## config.mk

```make
export PLATFORM = sky130hd
export DESIGN_NAME = load_store_unit
export DESIGN_NICKNAME = d
export VERILOG_FILES = /design/src/rtl/load_store_unit.sv
export SDC_FILE = /design/constraint.sdc
export NUM_CORES = 1
export LEC_CHECK = 0
export ABC_AREA = 1
export CORE_MARGIN = 3
export CORE_UTILIZATION = 50
export DETAILED_ROUTE_END_ITERATION = 10
export GPL_TIMING_DRIVEN = 0
export HOLD_SLACK_MARGIN = 0.03
export PLACE_DENSITY = 0.86
export SYNTH_ARGS = -nofsm -noshare
export SYNTH_HDL_FRONTEND = slang
export SYNTH_SLANG_ARGS = --single-unit
```

## constraint.sdc

```tcl
create_clock -name clk -period 3.7 [get_ports clk]
set_input_delay 0.37 -clock clk [delete_from_list [all_inputs] [get_ports clk]]
set_output_delay 0.37 -clock clk [all_outputs]
set_load 0.02 [all_outputs]
```

## src/rtl/load_store_unit.sv

```systemverilog
// load_store_unit: byte-addressed RV32I loads/stores onto a word-addressed synchronous memory,
// with sub-word stores done as read-modify-write since the memory has no byte enables.
`ifndef ADDR_WIDTH
`define ADDR_WIDTH 10
`endif
`ifndef WORD_WIDTH
`define WORD_WIDTH 32
`endif

module load_store_unit #(
    parameter int ADDR_WIDTH = `ADDR_WIDTH,
    parameter int WORD_WIDTH = `WORD_WIDTH
) (
    input  logic                  clk,
    input  logic                  rst,
    input  logic                  reqValid,
    output logic                  reqReady,
    input  logic                  reqWrite,
    input  logic [2:0]            reqFunct3,
    input  logic [31:0]           reqAddr,
    input  logic [WORD_WIDTH-1:0] reqWdata,
    output logic                  respValid,
    output logic [WORD_WIDTH-1:0] respRdata,
    output logic                  respError,
    output logic                  memRead,
    output logic                  memWrite,
    output logic [ADDR_WIDTH-1:0] memAddress,
    output logic [WORD_WIDTH-1:0] memDataIn,
    input  logic [WORD_WIDTH-1:0] memDataOut
);
    typedef enum logic [2:0] {IDLE, RD, CAP, MERGE, WR, RESP} state_t;

    state_t                r_state, w_next;
    logic [1:0]            r_off;
    logic [2:0]            r_f3;
    logic                  r_write;
    logic [15:0]           r_wdata;
    logic [WORD_WIDTH-1:0] r_rdata, r_mdin;
    logic [ADDR_WIDTH-1:0] r_maddr;
    logic                  r_err;
    logic                  w_err, w_unused;
    logic [4:0]            w_sh;
    logic [7:0]            w_byte;
    logic [15:0]           w_half;
    logic [WORD_WIDTH-1:0] w_ext, w_merge;

    assign w_unused = &{1'b0, reqAddr[31:ADDR_WIDTH+2]};

    assign w_err = (reqWrite ? (reqFunct3 > 3'd2) : (reqFunct3 == 3'd3 || reqFunct3 > 3'd5))
                 | (reqFunct3[1:0] == 2'b01 & reqAddr[0])
                 | (reqFunct3[1:0] == 2'b10 & |reqAddr[1:0]);

    assign w_sh   = {r_off, 3'b000};
    assign w_byte = 8'(memDataOut >> w_sh);
    assign w_half = r_off[1] ? memDataOut[31:16] : memDataOut[15:0];
    // funct3[2] selects zero extension; funct3[1] marks a full word
    assign w_ext  = r_f3[1] ? memDataOut
                  : r_f3[0] ? {{16{~r_f3[2] & w_half[15]}}, w_half}
                  : {{24{~r_f3[2] & w_byte[7]}}, w_byte};
    assign w_merge = r_f3[0]
                   ? (r_off[1] ? {r_wdata, memDataOut[15:0]} : {memDataOut[31:16], r_wdata})
                   : (memDataOut & ~(32'hFF << w_sh)) | (32'(r_wdata[7:0]) << w_sh);

    always_comb begin
        w_next = r_state;
        case (r_state)
            IDLE:    if (reqValid) w_next = w_err ? RESP : (reqWrite && reqFunct3 == 3'd2) ? WR : RD;
            RD:      w_next = r_write ? MERGE : CAP;
            CAP, WR: w_next = RESP;
            MERGE:   w_next = WR;
            default: w_next = IDLE;
        endcase
    end

    always_ff @(posedge clk) begin
        if (rst) begin
            r_state <= IDLE;
            r_off   <= '0;
            r_f3    <= '0;
            r_write <= 1'b0;
            r_wdata <= '0;
            r_rdata <= '0;
            r_err   <= 1'b0;
            r_maddr <= '0;
            r_mdin  <= '0;
        end else begin
            r_state <= w_next;
            if (r_state == IDLE && reqValid) begin
                r_off   <= reqAddr[1:0];
                r_f3    <= reqFunct3;
                r_write <= reqWrite;
                r_wdata <= reqWdata[15:0];
                if (!w_err) r_maddr <= reqAddr[ADDR_WIDTH+1:2];
                if (w_next == WR) r_mdin <= reqWdata;
            end
            if (r_state == MERGE) r_mdin <= w_merge;
            // only an erroring request jumps from IDLE straight to RESP
            if (w_next == RESP) begin
                r_rdata <= r_state == CAP ? w_ext : '0;
                r_err   <= r_state == IDLE;
            end
        end
    end

    assign reqReady   = r_state == IDLE & ~rst;
    assign memRead    = r_state == RD & ~rst;
    assign memWrite   = r_state == WR & ~rst;
    assign respValid  = r_state == RESP & ~rst;
    assign respRdata  = r_rdata;
    assign respError  = r_err;
    assign memAddress = r_maddr;
    assign memDataIn  = r_mdin;
endmodule
```

==> flow_summary.toml, run 1 <==
[finish]
drive_gt1_share_pct = 7.37
num_antenna_cells = 0
final_net_count = 1157
post-route-util_pct = 70.7
area_delta_synth_final_pct = 37.0

[clocking]
max-clock-path-buffers = 2
cts_htree_levels = 3
cts_inserted_buffers = 9
clock_sinks = 100
post-cts-setup-buffers = 0
cts_hold_buf = 0
clk-insertion-delay-late_ps = 350
clock-root-buffer = "sky130_fd_sc_hd__clkbuf_16"
tritoncts = "done"
cts_resized = 0
cts.clk_slew.worst_paths_ps = 80

[global_routing]
grt_antenna_before_repair = 0
global_route.overflow_total = 0
grt_use_total_pct = 31.6
grt_first_pass_wirelength_mm = 31.8
vias_in_the_first_global_route = 6199
grt_start_max_net_pins = 19

[placement]
half_perimeter_wire_length_of_the_detailed_placement_result_mm = 15.9
gp_routability_congestion = 0.997
placement.setup.worst_slack_ps = 1540
port_buffers = 160

[min_path]
min_delay_worst_endpoint = "respRdata[31]"
min_delay_path_class = "in -> reg"
worstHoldPathCells = 2
min_from = "rst"

[logic_synthesis]
syn-cell-area_sq_um = 5640
ys_top_cells_by_area = "sky130_fd_sc_hd__dfxtp_1 (35%), sky130_fd_sc_hd__nand2_1 (12%), sky130_fd_sc_hd__a21oi_1 (11%)"
async_flop_share_pct = 0
syn-mean-instance-area_sq_um = 6.39
yosysSeqAreaShare_pct = 35.5
synth_top_cell_by_area = "sky130_fd_sc_hd__dfxtp_1"
synth_largest_type_area_fraction_pct = 35.5
leading_cell_type_by_number_of_instances_after_synthesis = "sky130_fd_sc_hd__nand2_1"
synth_cells = 883
synth_common_cells = "sky130_fd_sc_hd__nand2_1 (182), sky130_fd_sc_hd__a21oi_1 (129), sky130_fd_sc_hd__nor2_1 (128)"
ys_seq_elements = 100
synth_edf_count = 0
synth_cell_type_count = 32
synthesis.nets = 986
ys.warnings.count = 0
yosys_most_used_dff = "sky130_fd_sc_hd__dfxtp_1"

[route]
antenna_left = 0
detailedRoute.firstIterationViolations = 901
drc_errors = 0
detail_route.first_pass.iterations = 6
post_dr_vias_cell = 5.59
avgRoutedWirePerCell_um = 16.9
routed_wl_mm = 20.3
dr_total_vias = 6703

[power]
internal-power_uw = 2720
pwr-share-clk_pct = 21.2
p_sw_uw = 1910
cellLeakagePower_uw = 0.00311
p_sw_share_pct = 41.2
report.power.total_uw = 4630
power_per_cell_area_nw_per_um2 = 598
vdd_ir_drop_max_mv = 0.387
power.sequential.fraction_pct = 31.4
power_frac_comb_pct = 47.4

[worst_setup_path]
cp_data_arrival_time_ps = 1750
rr_worst_depth = 10
path_class = "reg -> out"
timing.critical_path.fanout_max = 4
ff2ff_setup_slack_ps = 1760
startpoint_class_of_the_critical_path = "flop"
worst_r2r_endpoint = "memDataIn[23]"
crit_path_end_kind = "output pin"
crit-reg2reg-launch = "r_f3[0]"
required_ps = 3330

[die]
core_region_area_sq_um = 10900
dieHeight_um = 112
floorplan.initialDensity_pct = 51.6
die-width_um = 112
die_area_sq_um = 12600
design.portCount = 182
placementRows = 38

[timing]
fin_worst_hold_slack_ps = 350
max-slew-margin-rel_pct = 56.9
final_period_minus_worst_setup_slack_ps = 2120
fin_crit_sh_pct = 57.3
worst_pin_slew_ps = 644
grt_setup_unrepaired = "no"
finalMaxSlewViolations = 0
setup_violations = 0
achievable-frequency_mhz = 472
fin_skew_ps = 8.39
setup-tns-final_ps = 0
hold_viol = 0
post-route-worst-setup-slack_ps = 1580

[run]
drv.max_cap_violation_count = 0

[outcome]
outcome = "finished, final reports clean"
==> metal layers <==
layer / global-route usage (%) / vias to the layer above / wire length [um]
met2: 50.3 / 322 / 9330
li1: - / 3255 / -
met3: 5.71 / 41 / 1720
met4: 11.1 / 0 / 583
met1: 43.1 / 3085 / 8670
met5: 0 / - / 0
==> sequential cells by signal (all words and copies together), names as in the netlist <==
name / cells
memAddress: 10
r_off: 2
r_write: 1
respError: 1
memDataIn: 32
respRdata: 32
r_state: 3
r_f3: 3
r_wdata: 16
==> worst max path at each step <==
| stage | from | end | slack, ps |
|---|---|---|---|
| after floorplan | rst | respValid | 2110 |
| after global placement | reqFunct3[1] | memDataIn[14] | 1610 |
| after detailed placement | reqFunct3[1] | memDataIn[10] | 1540 |
| after CTS | r_state[2] | respValid | 1550 |
| after global routing | r_state[2] | respValid | 1460 |
| final | r_state[2] | respValid | 1580 |
==> critical path: stages (launching register included) <==
cell and delay, ps:
sky130_fd_sc_hd__dfxtp_1 390, sky130_fd_sc_hd__inv_2 80, sky130_fd_sc_hd__nor4_1 260, sky130_fd_sc_hd__clkdlybuf4s50_1 670
==> cell families (layout without fill, tap and decap cells) <==
kind of cell | after synthesis | count (layout) | share of synthesized area (%)
AOI/OAI and AO/OA | 283 | 283 | 26.2
DFF | 100 | 100 | 35.5
and+or+nand+nor | 369 | 369 | 27.0
buffers and inverters | 131 | 307 | 11.4
==> cells in the final DEF (no fill, tap or decap), types with 2 or more instances in the layout <==
cell                              Yosys  routed
sky130_fd_sc_hd__a21oi_1            129     129
sky130_fd_sc_hd__clkinv_1             2       2
sky130_fd_sc_hd__nand2_2              4       4
sky130_fd_sc_hd__nand3_1             38      38
sky130_fd_sc_hd__inv_2                3       3
sky130_fd_sc_hd__or2_2                6       6
sky130_fd_sc_hd__nand3_2              2       2
sky130_fd_sc_hd__o21ai_1             10      10
sky130_fd_sc_hd__clkbuf_1            24      24
sky130_fd_sc_hd__nor2_1             128     128
sky130_fd_sc_hd__buf_6                6       6
sky130_fd_sc_hd__buf_2               20      20
sky130_fd_sc_hd__nor2_2               3       3
sky130_fd_sc_hd__buf_8                4       4
sky130_fd_sc_hd__buf_4                9       9
sky130_fd_sc_hd__dfxtp_1            100     100
sky130_fd_sc_hd__clkinv_4             0       3
sky130_fd_sc_hd__clkbuf_16            0       9
sky130_fd_sc_hd__nand2_1            182     182
sky130_fd_sc_hd__clkdlybuf4s50_1      0     160
sky130_fd_sc_hd__o22ai_1             10      10
sky130_fd_sc_hd__o211ai_1            15      15
sky130_fd_sc_hd__o21ai_0            116     116
sky130_fd_sc_hd__inv_1               61      61
==> per-stage QoR <==
stage / cell area [sq um] / cells
after floorplan: 5640 / 883
after global placement: 7420 / 1183
after detailed placement: 7420 / 1183
after CTS: 7730 / 1199
after global routing: 7730 / 1199
final: 7730 / 1199
==> power groups by stage <==
stage | Clock [uW] | Combinational, uW | Sequential (uW)
after floorplan | 0 | 1170 | 1650
after global placement | 0 | 2130 | 1460
after detailed placement | 0 | 2160 | 1470
after CTS | 989 | 2170 | 1450
after global routing | 1030 | 2390 | 1480
final | 980 | 2190 | 1450
==> final cells by class <==
type	count	area, sq um
Timing Repair Buffer	160	1600
Fill cell	993	3210
Clock inverter	7	83.8
Inverter	67	254
Tap cell	140	175
Buffer	64	389
Clock buffer	9	225
Multi-Input combinational cell	652	3000
Sequential cell	100	2000
No activity file was read; power rests on OpenSTA's default activity.
==> run 2, diff against run 1 <==
--- a/config.mk
+++ b/config.mk
@@ -7,11 +7,11 @@
 export LEC_CHECK = 0
 export ABC_AREA = 1
 export CORE_MARGIN = 3
-export CORE_UTILIZATION = 50
+export CORE_UTILIZATION = 42
 export DETAILED_ROUTE_END_ITERATION = 10
 export GPL_TIMING_DRIVEN = 0
 export HOLD_SLACK_MARGIN = 0.03
-export PLACE_DENSITY = 0.86
+export PLACE_DENSITY = 0.77
 export SYNTH_ARGS = -nofsm -noshare
 export SYNTH_HDL_FRONTEND = slang
 export SYNTH_SLANG_ARGS = --single-unit
==> constraint.sdc (replaced) <==
create_clock -name clk -period 1.7 [get_ports clk]
set_input_delay 0.17 -clock clk [delete_from_list [all_inputs] [get_ports clk]]
set_output_delay 0.17 -clock clk [all_outputs]
set_load 0.02 [all_outputs]
==> run 2 against run 1 <==
Power rose by 120%. Worst hold slack got worse by 210 ps. Sequential power rose by 120%. Clock skew fell by 2.0 ps. Design area rose by 3.1%. Clock power rose by 120%. Die area rose by 18%. Clock-buffer cell count rose by 1.
==> flow_summary.toml, run 2 (synthesized netlist as in run 1, its figures left out) <==
[outcome]
outcome = "finished, final reports clean"

[clocking]
cts_hold_buf = 0
cts_htree_levels = 3
cts_inserted_buffers = 9
cts.clk_slew.worst_paths_ps = 70
clk-insertion-delay-late_ps = 360
clock_sinks = 100
max-clock-path-buffers = 2
clock-root-buffer = "sky130_fd_sc_hd__clkbuf_16"
tritoncts = "done"

[worst_setup_path]
cp_data_arrival_time_ps = 1920
crit_path_top_delay_cell = "sky130_fd_sc_hd__dfxtp_2"
required_ps = 1990
crit_path_end_kind = "flop"
cp-startpoint = "r_off[1]"
path_class = "reg -> reg"
rr_worst_depth = 9
startpoint_class_of_the_critical_path = "flop"
timing.critical_path.fanout_max = 10
ff2ff_setup_slack_ps = 70
timing.critical_path.slowest_cell_delay_ps = 400
worstPathCellList = "buf_6 > buf_2 > nor2_1 > a21oi_1 > or2_2 > nand3_1 > nand2_1 > nand2_1 > a21oi_1"
worst_r2r_endpoint = "respRdata[12]"
crit-reg2reg-launch = "r_off[1]"

[placement]
placement.setup.worst_slack_ps = -221
port_buffers = 160
half_perimeter_wire_length_of_the_detailed_placement_result_mm = 15.4
gp_routability_congestion = 0.992

[min_path]
min_delay_path_class = "in -> reg"
min_delay_worst_endpoint = "respRdata[31]"
worstHoldPathCells = 2
min_from = "rst"

[finish]
regArea_sq_um = 2010
multiInputGateArea_sq_um = 3110
mostFrequentLayoutCells = "sky130_fd_sc_hd__nand2_1 (175), sky130_fd_sc_hd__clkdlybuf4s50_1 (156), sky130_fd_sc_hd__a21oi_1 (129), sky130_fd_sc_hd__nor2_1 (126), sky130_fd_sc_hd__o21ai_0 (111)"
fillerInstances = 1225
mostFrequentLayoutCell = "sky130_fd_sc_hd__nand2_1"
final_net_count = 1162
area_delta_synth_final_pct = 41.2
num_antenna_cells = 0
drive_gt1_share_pct = 10.1

[global_routing]
grt_first_pass_wirelength_mm = 30.8
grtUsageMet3_pct = 7.24
vias_in_the_first_global_route = 6012
grt_antenna_before_repair = 0
grt_busiest_layer = "met2"
use_met2_pct = 40.9
grt_use_total_pct = 26.7
met1_usage_pct = 35.6
grt_start_max_net_pins = 16
global_route.overflow_total = 0

[route]
dr_total_vias = 6593
routed_wl_mm = 20.1
post_dr_vias_cell = 5.34
avgRoutedWirePerCell_um = 16.3
detailedRoute.firstIterationViolations = 726
detail_route.first_pass.iterations = 5
drc_errors = 0
antenna_left = 0

[timing]
fin_skew_ps = 6.38
final_period_minus_worst_setup_slack_ps = 1630
grt_setup_unrepaired = "yes"
max-slew-margin-rel_pct = 66.5
hold_viol = 0
post-route-worst-setup-slack_ps = 69.3
worst_pin_slew_ps = 502
achievable-frequency_mhz = 613
fin_crit_sh_pct = 95.9
setup_violations = 0
finalMaxSlewViolations = 0

[die]
dieHeight_um = 122
die-width_um = 122
design.portCount = 182
core_region_area_sq_um = 12900
floorplan.initialDensity_pct = 43.8
die_area_sq_um = 14900
placementRows = 41

[power]
power.sequential.fraction_pct = 31.1
p_sw_share_pct = 40.1
vdd_ir_drop_max_mv = 0.740
power_per_cell_area_nw_per_um2 = 1290
report.power.total_uw = 10300
internal-power_uw = 6150
cellLeakagePower_uw = 0.00320
power_frac_comb_pct = 47.6
pwr-share-clk_pct = 21.2
p_sw_uw = 4120

[run]
drv.max_cap_violation_count = 0
run 2: worst max-delay path by stage:
stage,to,slack (ps),cells after the start
finish,respRdata[12],70,9
global route,respRdata[4],-20,10
CTS,respValid,7,3
detailed placement,memDataIn[27],-220,10
global placement,memDataIn[15],-200,10
floorplan,memDataIn[15],290,10
run 2: stage by stage:
step	TNS, ps	instance area [sq um]	util (%)	hold WS [ps]	instances
2_1_floorplan	0	5640	-	305	883
3_3_place_gp	-8660	7460	57.9	447	1215
3_5_place_dp	-10260	7460	57.9	455	1215
4_1_cts	0	7780	60.4	144	1230
5_1_grt	-88.4	7970	61.9	168	1235
6_report	0	7970	61.9	141	1235
run 2: metal layers:
layer / up-vias / part of all wire, % / wire [um]
met5: - / 0 / 0
met1: 2960 / 43 / 8600
met4: 0 / 3.4 / 686
met3: 47 / 9.5 / 1920
li1: 3255 / - / -
met2: 331 / 44 / 8940
run 2: timing repair:
action / 4_1_cts / 5_1_grt
resized for setup: 9 / 58
setup endpoints to repair: 11 / 63
buffers inserted: 0 / 4
endpoints found under the hold margin: 0 / 0
gates cloned: 0 / 2
pin swaps: 0 / 8
run 2: final cells by class:
class / instances / area share [%]
clock inverter: 5 / 0.973
inverter: 67 / 3.22
buffer: 63 / 5.46
timing repair buffer: 165 / 20.5
clock buffer: 10 / 2.87
sequential: 100 / 25.3
tap: 172 / 2.70
multi-input combinational: 653 / 39.0
run 2: power by group through the flow:
| stage | combinational [uW] | sequential, uW | clock (uW) |
|---|---|---|---|
| 3_3_place_gp | 4590 | 3190 | 0 |
| 6_report | 4890 | 3200 | 2180 |
| 3_5_place_dp | 4630 | 3210 | 0 |
| 2_1_floorplan | 2550 | 3590 | 0 |
| 4_1_cts | 4650 | 3160 | 2210 |
| 5_1_grt | 5360 | 3260 | 2310 |
run 2: worst max-delay path, delay by kind of cell, from the launching register on:
kind	cells	cell delay [ps]
compound gates	2	380
flops	1	400
simple gates	5	420
buf+inv	2	370
